### config.mk
export PLATFORM = sky130hd
export DESIGN_NAME = debounce_multi
export DESIGN_NICKNAME = d
export VERILOG_FILES = /design/src/rtl/debounce_pkg.sv /design/src/rtl/ms_tick.sv /design/src/rtl/debounce_multi.sv
export SDC_FILE = /design/constraint.sdc
export NUM_CORES = 1
export LEC_CHECK = 0
export CORE_ASPECT_RATIO = 1.4
export CORE_MARGIN = 3
export CORE_UTILIZATION = 30
export DETAILED_ROUTE_END_ITERATION = 16
export SLEW_MARGIN = 20
export SYNTH_ARGS = -nofsm -noshare
export SYNTH_HDL_FRONTEND = slang
export SYNTH_SLANG_ARGS = --single-unit
export TNS_END_PERCENT = 5
### constraint.sdc
create_clock -name clk -period 2.83 [get_ports clk]
set_input_delay 0.566 -clock clk [delete_from_list [all_inputs] [get_ports clk]]
set_output_delay 0.566 -clock clk [all_outputs]
set_load 0.01 [all_outputs]
### src/rtl/debounce_pkg.sv
// Shared types and width/period derivations for the multi-channel button debouncer.
package debounce_pkg;

  typedef enum logic [1:0] {IDLE, HELD, LONG} hold_state_e;

  localparam int unsigned MS_PER_S = 1000;

  function automatic int unsigned cycles_per_ms(input int unsigned clk_hz);
    return clk_hz / MS_PER_S;
  endfunction

  function automatic int unsigned presc_w(input int unsigned clk_hz);
    return $clog2(clk_hz / MS_PER_S);
  endfunction

  function automatic int unsigned deb_w(input int unsigned deb_ms);
    return $clog2(deb_ms + 1);
  endfunction

  function automatic int unsigned hold_w(input int unsigned long_ms, input int unsigned rep_ms);
    return $clog2(((long_ms > rep_ms) ? long_ms : rep_ms) + 1);
  endfunction

endpackage

### src/rtl/ms_tick.sv
// Free-running 1 ms strobe shared by all debounce channels.
module ms_tick
  import debounce_pkg::*;
#(
  parameter int unsigned CLK_HZ = 25_000_000
) (
  input  logic clk,
  input  logic rst_n,
  output logic tick
);

  localparam int unsigned CPM = cycles_per_ms(CLK_HZ);
  localparam int unsigned PW  = presc_w(CLK_HZ);
  localparam logic [PW-1:0] LAST = PW'(CPM - 1);

  logic [PW-1:0] cnt_q, cnt_d;

  always_comb cnt_d = (cnt_q == LAST) ? '0 : cnt_q + 1'b1;

  always_ff @(posedge clk or negedge rst_n) begin
    if (!rst_n) cnt_q <= '0;
    else        cnt_q <= cnt_d;
  end

  assign tick = (cnt_q == LAST);

endmodule

### src/rtl/debounce_multi.sv
// N-channel button debouncer: synchronise, debounce on a 1 ms tick, then
// report level, press/release pulses, long-press and auto-repeat per channel.
module debounce_multi
  import debounce_pkg::*;
#(
  parameter int unsigned N_CH        = 4,
  parameter int unsigned CLK_HZ      = 25_000_000,
  parameter int unsigned DEBOUNCE_MS = 10,
  parameter int unsigned LONG_MS     = 1000,
  parameter int unsigned REPEAT_MS   = 200,
  parameter int unsigned REPEAT_EN   = 1,
  parameter int unsigned ACTIVE_LOW  = 1
) (
  input  logic            clk,
  input  logic            rst_n,
  input  logic [N_CH-1:0] btn_i,
  output logic [N_CH-1:0] level_o,
  output logic [N_CH-1:0] press_o,
  output logic [N_CH-1:0] release_o,
  output logic [N_CH-1:0] long_press_o,
  output logic [N_CH-1:0] repeat_o
);

  localparam int unsigned DW = deb_w(DEBOUNCE_MS);
  localparam int unsigned HW = hold_w(LONG_MS, REPEAT_MS);
  localparam logic [DW-1:0] DEB_LAST  = DW'(DEBOUNCE_MS - 1);
  localparam logic [HW-1:0] LONG_LAST = HW'(LONG_MS - 1);
  localparam logic [HW-1:0] REP_LAST  = HW'(REPEAT_MS - 1);
  localparam logic          REP_ON    = (REPEAT_EN != 0);

  logic            tick;
  logic [N_CH-1:0] norm, sync1_q, sync2_q;

  ms_tick #(.CLK_HZ(CLK_HZ)) u_tick (
    .clk  (clk),
    .rst_n(rst_n),
    .tick (tick)
  );

  assign norm = (ACTIVE_LOW != 0) ? ~btn_i : btn_i;

  always_ff @(posedge clk or negedge rst_n) begin
    if (!rst_n) begin
      sync1_q <= '0;
      sync2_q <= '0;
    end else begin
      sync1_q <= norm;
      sync2_q <= sync1_q;
    end
  end

  for (genvar g = 0; g < N_CH; g++) begin : g_ch
    logic [DW-1:0] deb_cnt_q, deb_cnt_d;
    logic [HW-1:0] hold_cnt_q, hold_cnt_d;
    logic          stable_q, stable_d;
    hold_state_e   state_q, state_d;
    logic          press_q, press_d, rel_q, rel_d, long_q, long_d, rep_q, rep_d;
    logic          rise, fall;

    always_comb begin
      stable_d  = stable_q;
      deb_cnt_d = deb_cnt_q;
      if (sync2_q[g] == stable_q) begin
        deb_cnt_d = '0;
      end else if (tick) begin
        if (deb_cnt_q == DEB_LAST) begin
          stable_d  = sync2_q[g];
          deb_cnt_d = '0;
        end else begin
          deb_cnt_d = deb_cnt_q + 1'b1;
        end
      end
    end

    // Edges are taken from the accepting decision so a fall that lands on a
    // threshold tick suppresses that long/repeat pulse.
    assign rise = stable_d & ~stable_q;
    assign fall = ~stable_d & stable_q;

    always_comb begin
      state_d    = state_q;
      hold_cnt_d = hold_cnt_q;
      press_d    = 1'b0;
      rel_d      = 1'b0;
      long_d     = 1'b0;
      rep_d      = 1'b0;
      case (state_q)
        IDLE: if (rise) begin
          press_d    = 1'b1;
          hold_cnt_d = '0;
          state_d    = HELD;
        end
        HELD: if (fall) begin
          rel_d      = 1'b1;
          hold_cnt_d = '0;
          state_d    = IDLE;
        end else if (tick) begin
          if (hold_cnt_q == LONG_LAST) begin
            long_d     = 1'b1;
            hold_cnt_d = '0;
            state_d    = LONG;
          end else begin
            hold_cnt_d = hold_cnt_q + 1'b1;
          end
        end
        LONG: if (fall) begin
          rel_d      = 1'b1;
          hold_cnt_d = '0;
          state_d    = IDLE;
        end else if (tick) begin
          if (hold_cnt_q == REP_LAST) begin
            rep_d      = REP_ON;
            hold_cnt_d = '0;
          end else begin
            hold_cnt_d = hold_cnt_q + 1'b1;
          end
        end
        default: state_d = IDLE;
      endcase
    end

    always_ff @(posedge clk or negedge rst_n) begin
      if (!rst_n) begin
        deb_cnt_q  <= '0;
        hold_cnt_q <= '0;
        stable_q   <= 1'b0;
        state_q    <= IDLE;
        press_q    <= 1'b0;
        rel_q      <= 1'b0;
        long_q     <= 1'b0;
        rep_q      <= 1'b0;
      end else begin
        deb_cnt_q  <= deb_cnt_d;
        hold_cnt_q <= hold_cnt_d;
        stable_q   <= stable_d;
        state_q    <= state_d;
        press_q    <= press_d;
        rel_q      <= rel_d;
        long_q     <= long_d;
        rep_q      <= rep_d;
      end
    end

    assign level_o[g]      = stable_q;
    assign press_o[g]      = press_q;
    assign release_o[g]    = rel_q;
    assign long_press_o[g] = long_q;
    assign repeat_o[g]     = rep_q;
  end

endmodule

* Word-level counts from Yosys, hierarchy flattened *
Cells that the tools add are included.

word-level totals
  register bits = 107
  output and inout port bits = 20
  word-level logic and storage cells = 259

operators by class
  reduce and logical (&&, ||, !) cells = 24
  eq/ne operators = 45
  $add $sub $neg = 9
  mux-type cells = 129
  bitwise operators = 17

operator list
  operator               count
  $mux 10                28
  $pmux 10 s3            4
  $mux 1                 60
  $mux 4                 12
  $add 10x1->10 const B  4
  $eq 10x10->1 const B   4
  $eq 10x8->1 const B    4
  $mux 2                 20
  $ne 3x3->1 const B     12
  $reduce_and 4->1       8
  $pmux 2 s3             4
  $add 4x1->4 const B    4
  $eq 4x4->1 const B     4
  $ne 2x2->1 const B     8
  $add 15x1->15 const B  1
  $eq 15x15->1 const B   1
  $mux 15                1
  $reduce_bool 3->1      4
  $and 1x1->1            8
  $eq 2x1->1 const B     4
  $eq 2x2->1 const B     4
  $logic_not 2->1        4
  $not 1->1              8
  $reduce_bool 2->1      4
  other kinds (3)        9

* Longest topological paths before layout *
  depth in word-level cells = 8
  mapped depth = 9

* Cells and area by module *
Synthesis repeated with hierarchy kept, for this count alone.

second synthesis, totals
  cell total of the unflattened synthesis = 611
  area, all modules = 5,990.7 um^2

by module, submodules not included
  module          instances  cells each  area each (um^2)  seq. area each (um^2)
  debounce_multi  1          535         5,203.7           2,302.2
  ms_tick         1          76          787.0             375.4

* Worst setup path before layout *
OpenSTA, ideal clock, no wires.

  kind = register -> register
  start = register u_tick.cnt_q[4]
  end = register g_ch[2].hold_cnt_q[7]
  data arrival time = 2.733 ns
  required time = 2.735 ns
  setup slack = 0.002 ns
  stages on the path, launching flop included = 8
  cells stage by stage = dfrtp_1 or4_4 or4_4 o41a_1 or3_1 buf_2 or2_1 o31ai_1

between the ends
  longest elaborated chain between the ends = 7
  elaborated cells between the ends (all ways) = 13
  classes of those cells = 4 x eq/ne; 5 x mux; 3 x bitwise; 1 x reduce/logical

ends and longest elaborated chain
  what                                                              RTL line               source
  start: declaration                                                ms_tick.sv:16          logic [PW-1:0] cnt_q, cnt_d;
  start signal: assignment                                          ms_tick.sv:22          else cnt_q <= cnt_d;
  $eq 15x15->1 (*)                                                  ms_tick.sv:25          assign tick = (cnt_q == LAST);
  $mux 1                                                            debounce_multi.sv:65   end else if (tick) begin
  $mux 1                                                            debounce_multi.sv:63   if (sync2_q[g] == stable_q) begin
  $not 1->1                                                         debounce_multi.sv:78   assign fall = ~stable_d & stable_q;
  $and 1x1->1                                                       debounce_multi.sv:78
  $ne 3x3->1 (no line) (tied with other cells)                      -
  $reduce_and 4->1 (no line) / $pmux 10 s3 (equally long branches)  -
  end signal: assignment                                            debounce_multi.sv:134  hold_cnt_q <= hold_cnt_d;
  end: declaration                                                  debounce_multi.sv:54   logic [HW-1:0] hold_cnt_q, hold_cnt_d;

Every way passes the cells marked *; elsewhere a longest branch is shown, timed or not.
A chain may end at the register's enable or synchronous reset.

* Final worst setup path *
Same ends and word-level chain as after synthesis.

==> flow_summary_export.csv <==
group,metric,value,unit
floorplan,initial_core_util,0.307,
grt,grt_pass1_wl,19600,microns
clock_network,clk_path_buf_depth,2,
placement,dpl_worst_slack,15.2,ps
sta,rsz0062_at_grt,"yes",
placement,dpl-instance-area,6350,sq um
cells_and_area,area_growth,16.6,%
floorplan,core_area,18700,sq um
synthesis,ys_seq_area_frac,0.467,
setup_path,crit_fanout,5,
sta,setup_viol,0,
sta,fin_ws,70.2,ps
setup_path,reg2reg_depth,6,
cells_and_area,nFillCells,1876,
cells_and_area,final_net_count,665,
synthesis,syn_avg_cell_area,9.61,sq um
placement,port_buffers,25,
synthesis,synth_flop_cell,"dfrtp_1",
clock_network,htreeDepth,3,
synthesis,synthesis.nets,630,
worst_hold_path,hp-class,"in -> async",
setup_path,cp-start-kind,"flop",
grt,grt.overflow.total,0,
synthesis,netlist_area,5730,sq um
synthesis,ys_ff_latch,107,
floorplan,io_pins,26,
floorplan,rows,59,
sta,finalHoldViolations,0,
sta,timing.fmax,0.362,GHz
placement,place.gp.congestion,0.812,
setup_path,critPathKind,"reg -> reg",
cells_and_area,finalInstanceArea,6680,sq um
synthesis,synth_edf_count,0,
sta,fin_worst_skew,8.64,ps
sta,relSlewSlack,0.512,
route,drt-wirelength-per-cell,13.2,microns
setup_path,critical_path_arrival,3010,ps
sta,period_minus_slack,2760,ps
clock_network,cts_sinks,107,
setup_path,rrSetupSlack,70,ps
pwr,peakVddDrop,0.266,mV
route,totalWireLength,11600,microns
synthesis,ys_warn_count,0,
route,dr.pass1.iters,4,
setup_path,required,3080,ps
pwr,p_leak,2.99,nW
setup_path,reg2reg_to,"g_ch[2].hold_cnt_q[7]",
route,via_per_inst,5.00,
clock_network,clk_latency,340,ps
run_status,status,"completed",
clock_network,clk_pin_slew,80,ps
route,drcViolationCount,0,
clock_network,cts_root_buf,"clkbuf_16",
sta,maxSlewViolCount,0,
floorplan,die-height,169,microns
synthesis,synth_cells,596,
clock_network,cts_setup_buffers,0,
synthesis,synth_cell_types,59,
clock_network,cts_tree,"yes",
sta,worst_pin_slew,731,ps
route,drtIter0Drc,301,
synthesis,synth_top_cell_by_area,"dfrtp_1",
synthesis,yosys-top-cells-area,"dfrtp_1, ha_1, a22o_1, nor2_1, o21ai_0",
cells_and_area,antenna_cells,0,
grt,grt_pass1_vias,4197,
grt,track_usage,0.114,
route,ant_nets,0,
floorplan,die_x,123,microns
floorplan,die_area,20800,sq um
setup_path,worstSetupEndpointType,"flop",
grt,grt_max_degree,58,
cells_and_area,drive_above_1_share,0.105,
pwr,powerDensity,429,nW/um^2
placement,dp_hpwl,8300,microns
clock_network,hold_buffers,0,
grt,antenna_found_initial,0,
clock_network,cts_made_buffers,9,
synthesis,synth_top_area_frac,0.467,
setup_path,r2r_start,"u_tick.cnt_q[4]",
synthesis,async_flop_share,1.00,
synthesis,synth_common_cells,"dfrtp_1, nor2_1, nand2_1",
route,vias,4397,
job,max-cap-violations,0,
synthesis,synth_most_common_cell,"dfrtp_1",
sta,fin_crit_sh,0.975,
==> logic make-up (layout without fill, tap and decap cells) <==
logic type,after synthesis,in the layout,share of synthesized area
adders and majority gates,28,28,0.0612
muxes,7,7,0.0133
buffers and inverters,63,103,0.0546
DFF,107,107,0.467
AOI/OAI and AO/OA,126,126,0.152
and+or+nand+nor,250,250,0.229
xor gates and xnor gates,15,15,0.0229
==> metal layers <==
layer	global-route usage	routed length, microns	up-vias
met5	0	0	-
met4	0.0419	185	0
met3	0.0140	180	12
met2	0.200	5880	42
met1	0.142	5390	2148
li1	-	-	2195
==> critical path, stage by stage, from the launching register on <==
cell and delay, ps:
dfrtp_1 380, or4_4 540, or4_4 550, o41a_1 350, or3_4 420, or2_1 250
o31ai_1 180
==> where the power goes <==
part | internal, mW | leakage, nW | switching [mW]
Sequential | 1.53 | 1.46 | 0.00356
Clock | 0.692 | 0.146 | 0.583
Combinational | 0.0131 | 1.38 | 0.0370
Total | 2.24 | 2.99 | 0.624
==> flip-flops by register name, summed over array words and instances, names as in the netlist, 8 cells and up <==
register / cells
g_ch.hold_cnt_q: 40
g_ch.deb_cnt_q: 16
u_tick.cnt_q: 15
g_ch.state_q: 8
==> stage by stage <==
stage / setup TNS [ps] / power (mW) / utilization / std cells / hold WS [ps]
after floorplan: 0 / 1.57 / - / 596 / 270
after global routing: -6.77 / 2.96 / 0.358 / 880 / 341
after detailed placement: 0 / 1.62 / 0.340 / 864 / 345
final: 0 / 2.86 / 0.358 / 880 / 265
after CTS: -47.6 / 2.90 / 0.356 / 880 / 310
after global placement: 0 / 1.62 / 0.340 / 864 / 340
==> layout by cell type, fill, tap and decap left out, types with 4 or more instances in the layout <==
cell type and count:
clkbuf_16 9, inv_1 32, a22o_1 26, nor3_1 32, o21ai_0 34, nor2_1 53
nand3_1 26, nor2b_1 18, nor3b_1 4, nor4_1 4, xnor2_1 8, a21oi_1 20
and3_1 24, xor2_1 7, mux2_2 5, dfrtp_1 107, o31ai_1 11, clkdlybuf4s50_1 24
buf_4 28, a311oi_1 4, ha_1 28, and4_1 4, nand4_1 9, and2_1 4
or3_1 6, nand2_1 44
==> area by class of cell <==
type,instances,area (sq um),area share
Multi-Input combinational cell,426,2780,0.416
Clock buffer,9,225,0.0337
Inverter,32,120,0.0180
Sequential cell,107,2680,0.401
Timing Repair Buffer,55,502,0.0751
Tap cell,244,305,0.0457
Clock inverter,7,73.8,0.0111
==> worst max-delay path by stage <==
stage | start | slack, ps | end
2_1_floorplan | u_tick.cnt_q[4] | 2 | g_ch[2].hold_cnt_q[7]
3_3_place_gp | u_tick.cnt_q[4] | 30 | g_ch[0].hold_cnt_q[4]
3_5_place_dp | u_tick.cnt_q[4] | 20 | g_ch[2].hold_cnt_q[6]
4_1_cts | u_tick.cnt_q[4] | -10 | g_ch[0].hold_cnt_q[4]
5_1_grt | u_tick.cnt_q[4] | -7 | g_ch[2].hold_cnt_q[7]
6_report | u_tick.cnt_q[4] | 70 | g_ch[2].hold_cnt_q[7]
==> timing repair <==
item	in CTS	in global routing
gates resized for setup	0	7
pin swaps	0	1
setup endpoints to repair	8	21
Note: power is estimated with default switching activity, not from simulation.
